File: config.mk
export PLATFORM = sky130hd
export DESIGN_NAME = wb_cdb_arbiter
export DESIGN_NICKNAME = d
export VERILOG_FILES = /design/src/rtl/wb_cdb_arbiter_pkg.sv /design/src/rtl/wb_cdb_arbiter_fifo.sv /design/src/rtl/wb_cdb_arbiter.sv
export SDC_FILE = /design/constraint.sdc
export NUM_CORES = 1
export LEC_CHECK = 0
export CAP_MARGIN = 20
export CORE_UTILIZATION = 51
export CTS_BUF_LIST = sky130_fd_sc_hd__clkbuf_16
export CTS_CLUSTER_DIAMETER = 150
export DETAILED_ROUTE_END_ITERATION = 8
export PLACE_DENSITY_LB_ADDON = 0.1
export SLEW_MARGIN = 15
export SYNTH_ARGS = -nofsm -noshare
export SYNTH_HDL_FRONTEND = slang
export SYNTH_SLANG_ARGS = --single-unit
export TNS_END_PERCENT = 5
File: constraint.sdc
create_clock -name i_clk -period 11.9 [get_ports i_clk]
set_clock_uncertainty 0.05 [all_clocks]
set_input_delay 2.38 -clock i_clk [delete_from_list [all_inputs] [get_ports i_clk]]
set_output_delay 2.38 -clock i_clk [all_outputs]
set_load 0.01 [all_outputs]
File: src/rtl/wb_cdb_arbiter_pkg.sv
// rtl/wb_cdb_arbiter_pkg.sv - shared widths, writeback source indices and round-robin helper
//
// Purpose: constants shared by the writeback CDB arbiter and its result FIFOs.
// Ports:   none (package).
package wb_cdb_arbiter_pkg;

   localparam int WORD_WIDTH    = 32;
   localparam int ROB_DEPTH     = 16;

   localparam int WB_SRC_ALU    = 0;
   localparam int WB_SRC_MUL    = 1;
   localparam int WB_SRC_DIV    = 2;
   localparam int WB_SRC_LOAD   = 3;
   localparam int WB_SRC_BR     = 4;

   localparam int WB_NUM_SRC    = 5;
   localparam int WB_NUM_CDB    = 2;
   localparam int WB_FIFO_DEPTH = 4;

   // Width of a source index as driven on cdb_src.
   localparam int WB_SRC_W      = 3;

   // (base + offset) mod num_src, valid while base < num_src and offset <= num_src.
   function automatic logic [WB_SRC_W-1:0] wb_rr_index(input logic [WB_SRC_W-1:0] base,
                                                      input int unsigned          offset,
                                                      input int unsigned          num_src);
      int unsigned sum;
      sum = 32'(base) + offset;
      if (sum >= num_src) begin
         sum = sum - num_src;
      end
      return WB_SRC_W'(sum);
   endfunction

endpackage

File: src/rtl/wb_cdb_arbiter_fifo.sv
// rtl/wb_cdb_arbiter_fifo.sv - per-source result FIFO for the writeback CDB arbiter
//
// Purpose: synchronous FIFO holding {data, tag} results of one writeback source.
// Ports:
//   i_clk, i_rst     clock, asynchronous active-high reset
//   i_flush          empties the FIFO; wins over push and pop
//   i_push, i_wdata  write request and entry
//   i_pop            remove the head entry
//   o_head           current head entry (valid while !o_empty)
//   o_count          number of stored entries
//   o_empty, o_full  occupancy flags
module wb_fifo #(
   parameter int WIDTH = 36,
   parameter int DEPTH = 4
) (
   input  logic                     i_clk,
   input  logic                     i_rst,
   input  logic                     i_flush,
   input  logic                     i_push,
   input  logic [WIDTH-1:0]         i_wdata,
   input  logic                     i_pop,
   output logic [WIDTH-1:0]         o_head,
   output logic [$clog2(DEPTH):0]   o_count,
   output logic                     o_empty,
   output logic                     o_full
);

   localparam int PTR_W = $clog2(DEPTH);
   localparam int CNT_W = PTR_W + 1;

   logic [WIDTH-1:0] r_mem [DEPTH];
   logic [PTR_W-1:0] r_wr_ptr;
   logic [PTR_W-1:0] r_rd_ptr;
   logic [CNT_W-1:0] r_count;
   logic             w_do_push;
   logic             w_do_pop;

   assign o_empty   = (r_count == '0);
   assign o_full    = (r_count == CNT_W'(DEPTH));
   assign o_count   = r_count;
   assign o_head    = r_mem[r_rd_ptr];

   // A full FIFO still accepts a write when the head leaves on the same edge.
   assign w_do_pop  = i_pop && !o_empty;
   assign w_do_push = i_push && (!o_full || w_do_pop);

   always_ff @(posedge i_clk) begin
      if (w_do_push && !i_flush) begin
         r_mem[r_wr_ptr] <= i_wdata;
      end
   end

   always_ff @(posedge i_clk or posedge i_rst) begin
      if (i_rst) begin
         r_wr_ptr <= '0;
         r_rd_ptr <= '0;
         r_count  <= '0;
      end else if (i_flush) begin
         r_wr_ptr <= '0;
         r_rd_ptr <= '0;
         r_count  <= '0;
      end else begin
         if (w_do_push) begin
            r_wr_ptr <= r_wr_ptr + PTR_W'(1);
         end
         if (w_do_pop) begin
            r_rd_ptr <= r_rd_ptr + PTR_W'(1);
         end
         r_count <= r_count + CNT_W'(w_do_push) - CNT_W'(w_do_pop);
      end
   end

endmodule

File: src/rtl/wb_cdb_arbiter.sv
// rtl/wb_cdb_arbiter.sv - round-robin sharing of the result buses among the writeback sources
//
// Purpose: buffers each writeback source in its own FIFO and grants up to NUM_CDB
//          FIFO heads per cycle onto registered result buses (ROB/PRF write, wakeup).
// Ports:
//   i_clk, i_rst       clock, asynchronous active-high reset
//   i_flush            discards all buffered results and in-flight bus values
//   i_src_valid/data/tag  per-source results, source i at slice i
//   o_src_ready        bit i set while FIFO i has at least 2 free entries
//   o_cdb_valid/data/tag/src  registered bus outputs, bus b at slice b
//   o_overflow_err     sticky: a result was dropped at a full FIFO
module wb_cdb_arbiter
   import wb_cdb_arbiter_pkg::*;
#(
   parameter int WORD_WIDTH = wb_cdb_arbiter_pkg::WORD_WIDTH,
   parameter int ROB_DEPTH  = wb_cdb_arbiter_pkg::ROB_DEPTH,
   parameter int NUM_SRC    = WB_NUM_SRC,
   parameter int NUM_CDB    = WB_NUM_CDB,
   parameter int FIFO_DEPTH = WB_FIFO_DEPTH,
   parameter int TAG_W      = $clog2(ROB_DEPTH)
) (
   input  logic                          i_clk,
   input  logic                          i_rst,
   input  logic                          i_flush,
   input  logic [NUM_SRC-1:0]            i_src_valid,
   input  logic [NUM_SRC*WORD_WIDTH-1:0] i_src_data,
   input  logic [NUM_SRC*TAG_W-1:0]      i_src_tag,
   output logic [NUM_SRC-1:0]            o_src_ready,
   output logic [NUM_CDB-1:0]            o_cdb_valid,
   output logic [NUM_CDB*WORD_WIDTH-1:0] o_cdb_data,
   output logic [NUM_CDB*TAG_W-1:0]      o_cdb_tag,
   output logic [NUM_CDB*WB_SRC_W-1:0]   o_cdb_src,
   output logic                          o_overflow_err
);

   localparam int ENT_W = WORD_WIDTH + TAG_W;
   localparam int CNT_W = $clog2(FIFO_DEPTH) + 1;

   logic [ENT_W-1:0]            w_head  [NUM_SRC];
   logic [CNT_W-1:0]            w_count [NUM_SRC];
   logic [NUM_SRC-1:0]          w_empty;
   logic [NUM_SRC-1:0]          w_full;
   logic [NUM_SRC-1:0]          w_pop;
   logic [NUM_SRC-1:0]          w_drop;
   logic [NUM_CDB-1:0]          w_grant_vld;
   logic [WB_SRC_W-1:0]         w_grant_idx [NUM_CDB];
   logic [WB_SRC_W-1:0]         w_next_ptr;

   logic [WB_SRC_W-1:0]         r_rr_ptr;
   logic [NUM_CDB-1:0]          r_cdb_valid;
   logic [NUM_CDB*WORD_WIDTH-1:0] r_cdb_data;
   logic [NUM_CDB*TAG_W-1:0]    r_cdb_tag;
   logic [NUM_CDB*WB_SRC_W-1:0] r_cdb_src;
   logic                        r_overflow;

   for (genvar g = 0; g < NUM_SRC; g++) begin : g_src
      wb_fifo #(
         .WIDTH (ENT_W),
         .DEPTH (FIFO_DEPTH)
      ) u_fifo (
         .i_clk   (i_clk),
         .i_rst   (i_rst),
         .i_flush (i_flush),
         .i_push  (i_src_valid[g]),
         .i_wdata ({i_src_data[g*WORD_WIDTH +: WORD_WIDTH], i_src_tag[g*TAG_W +: TAG_W]}),
         .i_pop   (w_pop[g]),
         .o_head  (w_head[g]),
         .o_count (w_count[g]),
         .o_empty (w_empty[g]),
         .o_full  (w_full[g])
      );

      // Based on the registered count, so one result already in flight still fits.
      assign o_src_ready[g] = (CNT_W'(FIFO_DEPTH) - w_count[g]) >= CNT_W'(2);
      // Flushed inputs are discarded deliberately and do not count as overflow.
      assign w_drop[g] = i_src_valid[g] && w_full[g] && !w_pop[g] && !i_flush;
   end

   // Scan from r_rr_ptr; the n-th non-empty source found drives bus n.
   always_comb begin : arb
      logic [WB_SRC_W-1:0] idx;
      int                  rank;
      w_pop       = '0;
      w_grant_vld = '0;
      w_next_ptr  = r_rr_ptr;
      idx         = '0;
      rank        = 0;
      for (int b = 0; b < NUM_CDB; b++) begin
         w_grant_idx[b] = '0;
      end
      for (int k = 0; k < NUM_SRC; k++) begin
         idx = wb_rr_index(r_rr_ptr, k, NUM_SRC);
         if (!w_empty[idx] && rank < NUM_CDB) begin
            for (int b = 0; b < NUM_CDB; b++) begin
               if (rank == b) begin
                  w_grant_vld[b] = 1'b1;
                  w_grant_idx[b] = idx;
               end
            end
            w_pop[idx] = 1'b1;
            w_next_ptr = wb_rr_index(idx, 1, NUM_SRC);
            rank       = rank + 1;
         end
      end
   end

   always_ff @(posedge i_clk or posedge i_rst) begin
      if (i_rst) begin
         r_rr_ptr    <= '0;
         r_cdb_valid <= '0;
         r_cdb_data  <= '0;
         r_cdb_tag   <= '0;
         r_cdb_src   <= '0;
         r_overflow  <= 1'b0;
      end else begin
         r_overflow <= r_overflow | (|w_drop);
         if (i_flush) begin
            r_rr_ptr    <= '0;
            r_cdb_valid <= '0;
         end else begin
            r_rr_ptr    <= w_next_ptr;
            r_cdb_valid <= w_grant_vld;
            // Ungranted buses keep their last payload; only valid drops.
            for (int b = 0; b < NUM_CDB; b++) begin
               if (w_grant_vld[b]) begin
                  r_cdb_data[b*WORD_WIDTH +: WORD_WIDTH] <= w_head[w_grant_idx[b]][ENT_W-1:TAG_W];
                  r_cdb_tag[b*TAG_W +: TAG_W]            <= w_head[w_grant_idx[b]][TAG_W-1:0];
                  r_cdb_src[b*WB_SRC_W +: WB_SRC_W]      <= w_grant_idx[b];
               end
            end
         end
      end
   end

   assign o_cdb_valid    = r_cdb_valid;
   assign o_cdb_data     = r_cdb_data;
   assign o_cdb_tag      = r_cdb_tag;
   assign o_cdb_src      = r_cdb_src;
   assign o_overflow_err = r_overflow;

endmodule

==> run_results.csv <==
group,metric,value,unit
timing,min_period,8.45,ns
global_routing,grt_util_all_layers,29.8,%
yosys,synth_enable_flop_cells,720,
timing,setup_viol,0,
timing,fin_ws,3.45,ns
setup_path,worst-path-buf-inv,3,
timing,rsz0062_at_grt,"no",
place,dp_hpwl,73800,microns
clock_network,cts_setup_buffers,0,
drt,drt_first_iter_violations,2889,
drt,ant_nets,0,
drt,avgRoutedWirePerCell,30.9,microns
setup_path,startpoint_type,"flop",
setup_path,cp_slowest_stage_delay,0.98,ns
yosys,synth_fa_ha_area_share,2.63,%
timing,clock.fmax,118,MHz
setup_path,cp_slowest_cell,"a2bb2oi_4",
clock_network,cts_max_level,3,
floorplanning,die_h,274,microns
yosys,synth_top_family_by_area,"multiplexers",
yosys,postSynthCellCount,2331,
layout,finalNetCount,2827,
drt,drc,0,
setup_path,path_delay_family,"compound AO/OA/AOI/OAI gates",
yosys,syn-num-nets,2594,
layout,synthToLayoutAreaGrowth,17.8,%
yosys,muxShareOfSynthArea,13.1,%
setup_path,crit_arrival,8.97,ns
global_routing,grt-ovfl-total,0,
yosys,yosysWarnings,0,
setup_path,crit_chain,"ha_1, a221oi_1, mux2i_1, a211oi_1, o31ai_2, inv_1, ha_1, nor3_2, nand2_1, inv_1, fa_1, ha_1, nor2b_1, nand4_1, o32ai_4, buf_4, nand4_1, a2bb2oi_4, o21ai_0, nand3_1",
drt,dr.pass1.iters,8,
yosys,yosys_register_bits,839,
clock_network,path_clk_slew,0.06,ns
place,place_congestion,0.890,
clock_network,cts-root-buf,"clkbuf_16",
clock_network,cts_tree,"done",
clock_network,cts_resized,0,
yosys,netlist_area,37600,sq um
yosys,synthArstFlopShare,14.2,%
timing,tns,0,ns
timing,fin_crit_sh,71.0,%
yosys,synth_xor_xnor_area_share,0.905,%
floorplanning,num_io_pins,274,
place,pre_cts_ws,3.64,ns
floorplanning,row_count,99,
clock_network,cts-buffers-inserted,88,
yosys,synth_ff_type,"edfxtp_1",
yosys,synthSimpleGateAreaFrac,4.46,%
floorplanning,die_w,274,microns
place,portBuffers,273,
drt,via_per_inst,6.53,
setup_path,critPathMostFrequentCell,"ha_1",
setup_path,critPathCaptureType,"flop",
global_routing,grt_max_degree,87,
floorplanning,initial_core_util,51.5,%
layout,antenna_cells,0,
layout,multi_input_area,12100,sq um
clock_network,ctsHoldBuffers,0,
clock_network,cts_max_path_buffers,3,
global_routing,antenna_found_initial,0,
drt,vias,23500,
clock_network,insertion_delay,0.65,ns
setup_path,cp_data_required_time,12.42,ns
timing,drv_slew,0,
layout,drive_gt1_share,15.8,%
global_routing,grt_pass1_wl,161000,microns
global_routing,grt_pass1_vias,23100,
run_status,status,"completed",
yosys,synth-compound-area-share,10.7,%
floorplanning,core-area,73000,sq um
run,maxCapViolations,0,
floorplanning,dieArea,74800,sq um
worst_hold_path,hold_path.class,"flop to flop",
yosys,ys_types,88,
timing,tightest_slew,1.09,ns
layout,fillers,5371,
timing,maxSlewHeadroom,27.0,%
clock_network,cts.sinks,839,
yosys,avgSynthCellArea,16.1,sq um
timing,finalHoldViolations,0,
yosys,synth-seq-area-share,65.4,%
layout,layout_commonest_cell,"edfxtp_1",
setup_path,crit_type,"flop to flop",
layout,final_cell_mix,"720 x edfxtp_1, 272 x clkdlybuf4s50_1, 218 x o21ai_0",
setup_path,path_max_fanout,76,
layout,regArea,24600,sq um
drt,finalWirelength,111000,microns
==> state kept, by name, indices dropped and copies added, names as in the netlist <==
name and cells:
g_src.u_fifo.o_count 15, o_cdb_src 6, g_src.u_fifo.r_wr_ptr 10, o_overflow_err 1, o_cdb_tag 8, o_cdb_data 64
g_src.u_fifo.r_rd_ptr 10, g_src.u_fifo.r_mem 720, r_rr_ptr 3, o_cdb_valid 2
==> layout make-up <==
| class | instances | share of cell area [%] |
|---|---|---|
| clock buffers | 90 | 5.08 |
| inverters | 69 | 0.596 |
| flip-flops and latches | 839 | 55.6 |
| well taps | 959 | 2.71 |
| clock inverters | 76 | 1.76 |
| repair buffers | 324 | 7.07 |
| multi-input cells | 1242 | 27.2 |
==> tightest hold or removal path: cells and delay by family (launching register included) <==
| kind | cells | cell delay [ns] |
|---|---|---|
| DFF | 1 | 0.35 |
| AOI/OAI and AO/OA | 2 | 0.12 |
==> per-stage QoR <==
step           hold WS (ns)  instances  cell area (sq um)  util, %
2_1_floorplan         0.466       2331              37600        -
3_3_place_gp          0.437       3432              41200     56.5
3_5_place_dp          0.437       3432              41200     56.5
4_1_cts               0.458       3598              44300     60.7
5_1_grt               0.477       3599              44300     60.7
6_report              0.463       3599              44300     60.7
==> layer usage <==
| metal | GRT usage [%] | vias up | part of all wire [%] |
|---|---|---|---|
| met5 | 0 | - | 0 |
| li1 | - | 9999 | - |
| met1 | 41.7 | 12200 | 40 |
| met3 | 6.82 | 186 | 9.0 |
| met4 | 11.8 | 0 | 4.1 |
| met2 | 45.3 | 1143 | 46 |
==> synth_stat cells, drive strengths merged, types with 6 or more instances <==
cell type | instances | area (sq um)
and3 | 11 | 68.8
xnor2 | 29 | 262
o31ai | 7 | 57.6
a31oi | 13 | 81.3
o21ai | 238 | 1210
inv | 68 | 255
a211oi | 17 | 155
clkbuf | 118 | 444
nand3 | 49 | 245
dfrtp | 119 | 2980
o221ai | 36 | 315
nor3 | 19 | 126
a21oi | 21 | 113
mux2i | 82 | 821
nor2b | 13 | 83.8
nand2 | 32 | 120
xor2 | 9 | 78.8
a21o | 6 | 45.0
buf | 63 | 375
edfxtp | 720 | 21600
o211a | 76 | 761
mux4 | 181 | 4080
a32oi | 75 | 657
nand4 | 80 | 500
nor2 | 70 | 265
fa | 7 | 140
ha | 68 | 851
and2 | 14 | 87.6
==> worst paths after layout <==
kind	slack, ns	to	from	depth (start not counted)
min	0.46	o_cdb_data[34]	o_cdb_data[34]	2
max in group asynchronous	8.24	g_src[0].u_fifo.r_rd_ptr[0]	i_rst	3
min in group asynchronous	2.25	g_src[4].u_fifo.r_rd_ptr[1]	i_rst	2
min reg2reg	0.46	o_cdb_data[34]	o_cdb_data[34]	2
max	3.45	o_cdb_data[19]	r_rr_ptr[2]	20
max reg2reg	3.45	o_cdb_data[19]	r_rr_ptr[2]	20
==> cells by family after synthesis <==
logic type               count (synthesis)
adder cells (fa/ha/maj)                 75
AO/OA/AOI/OAI                          552
flip-flops                             839
multiplexers                           264
buffers and inverters                  250
AND/OR/NAND/NOR                        313
XOR/XNOR                                38
Power is not shown: default switching activity piles up to over one toggle a cycle in this logic, so the estimate is an artifact.
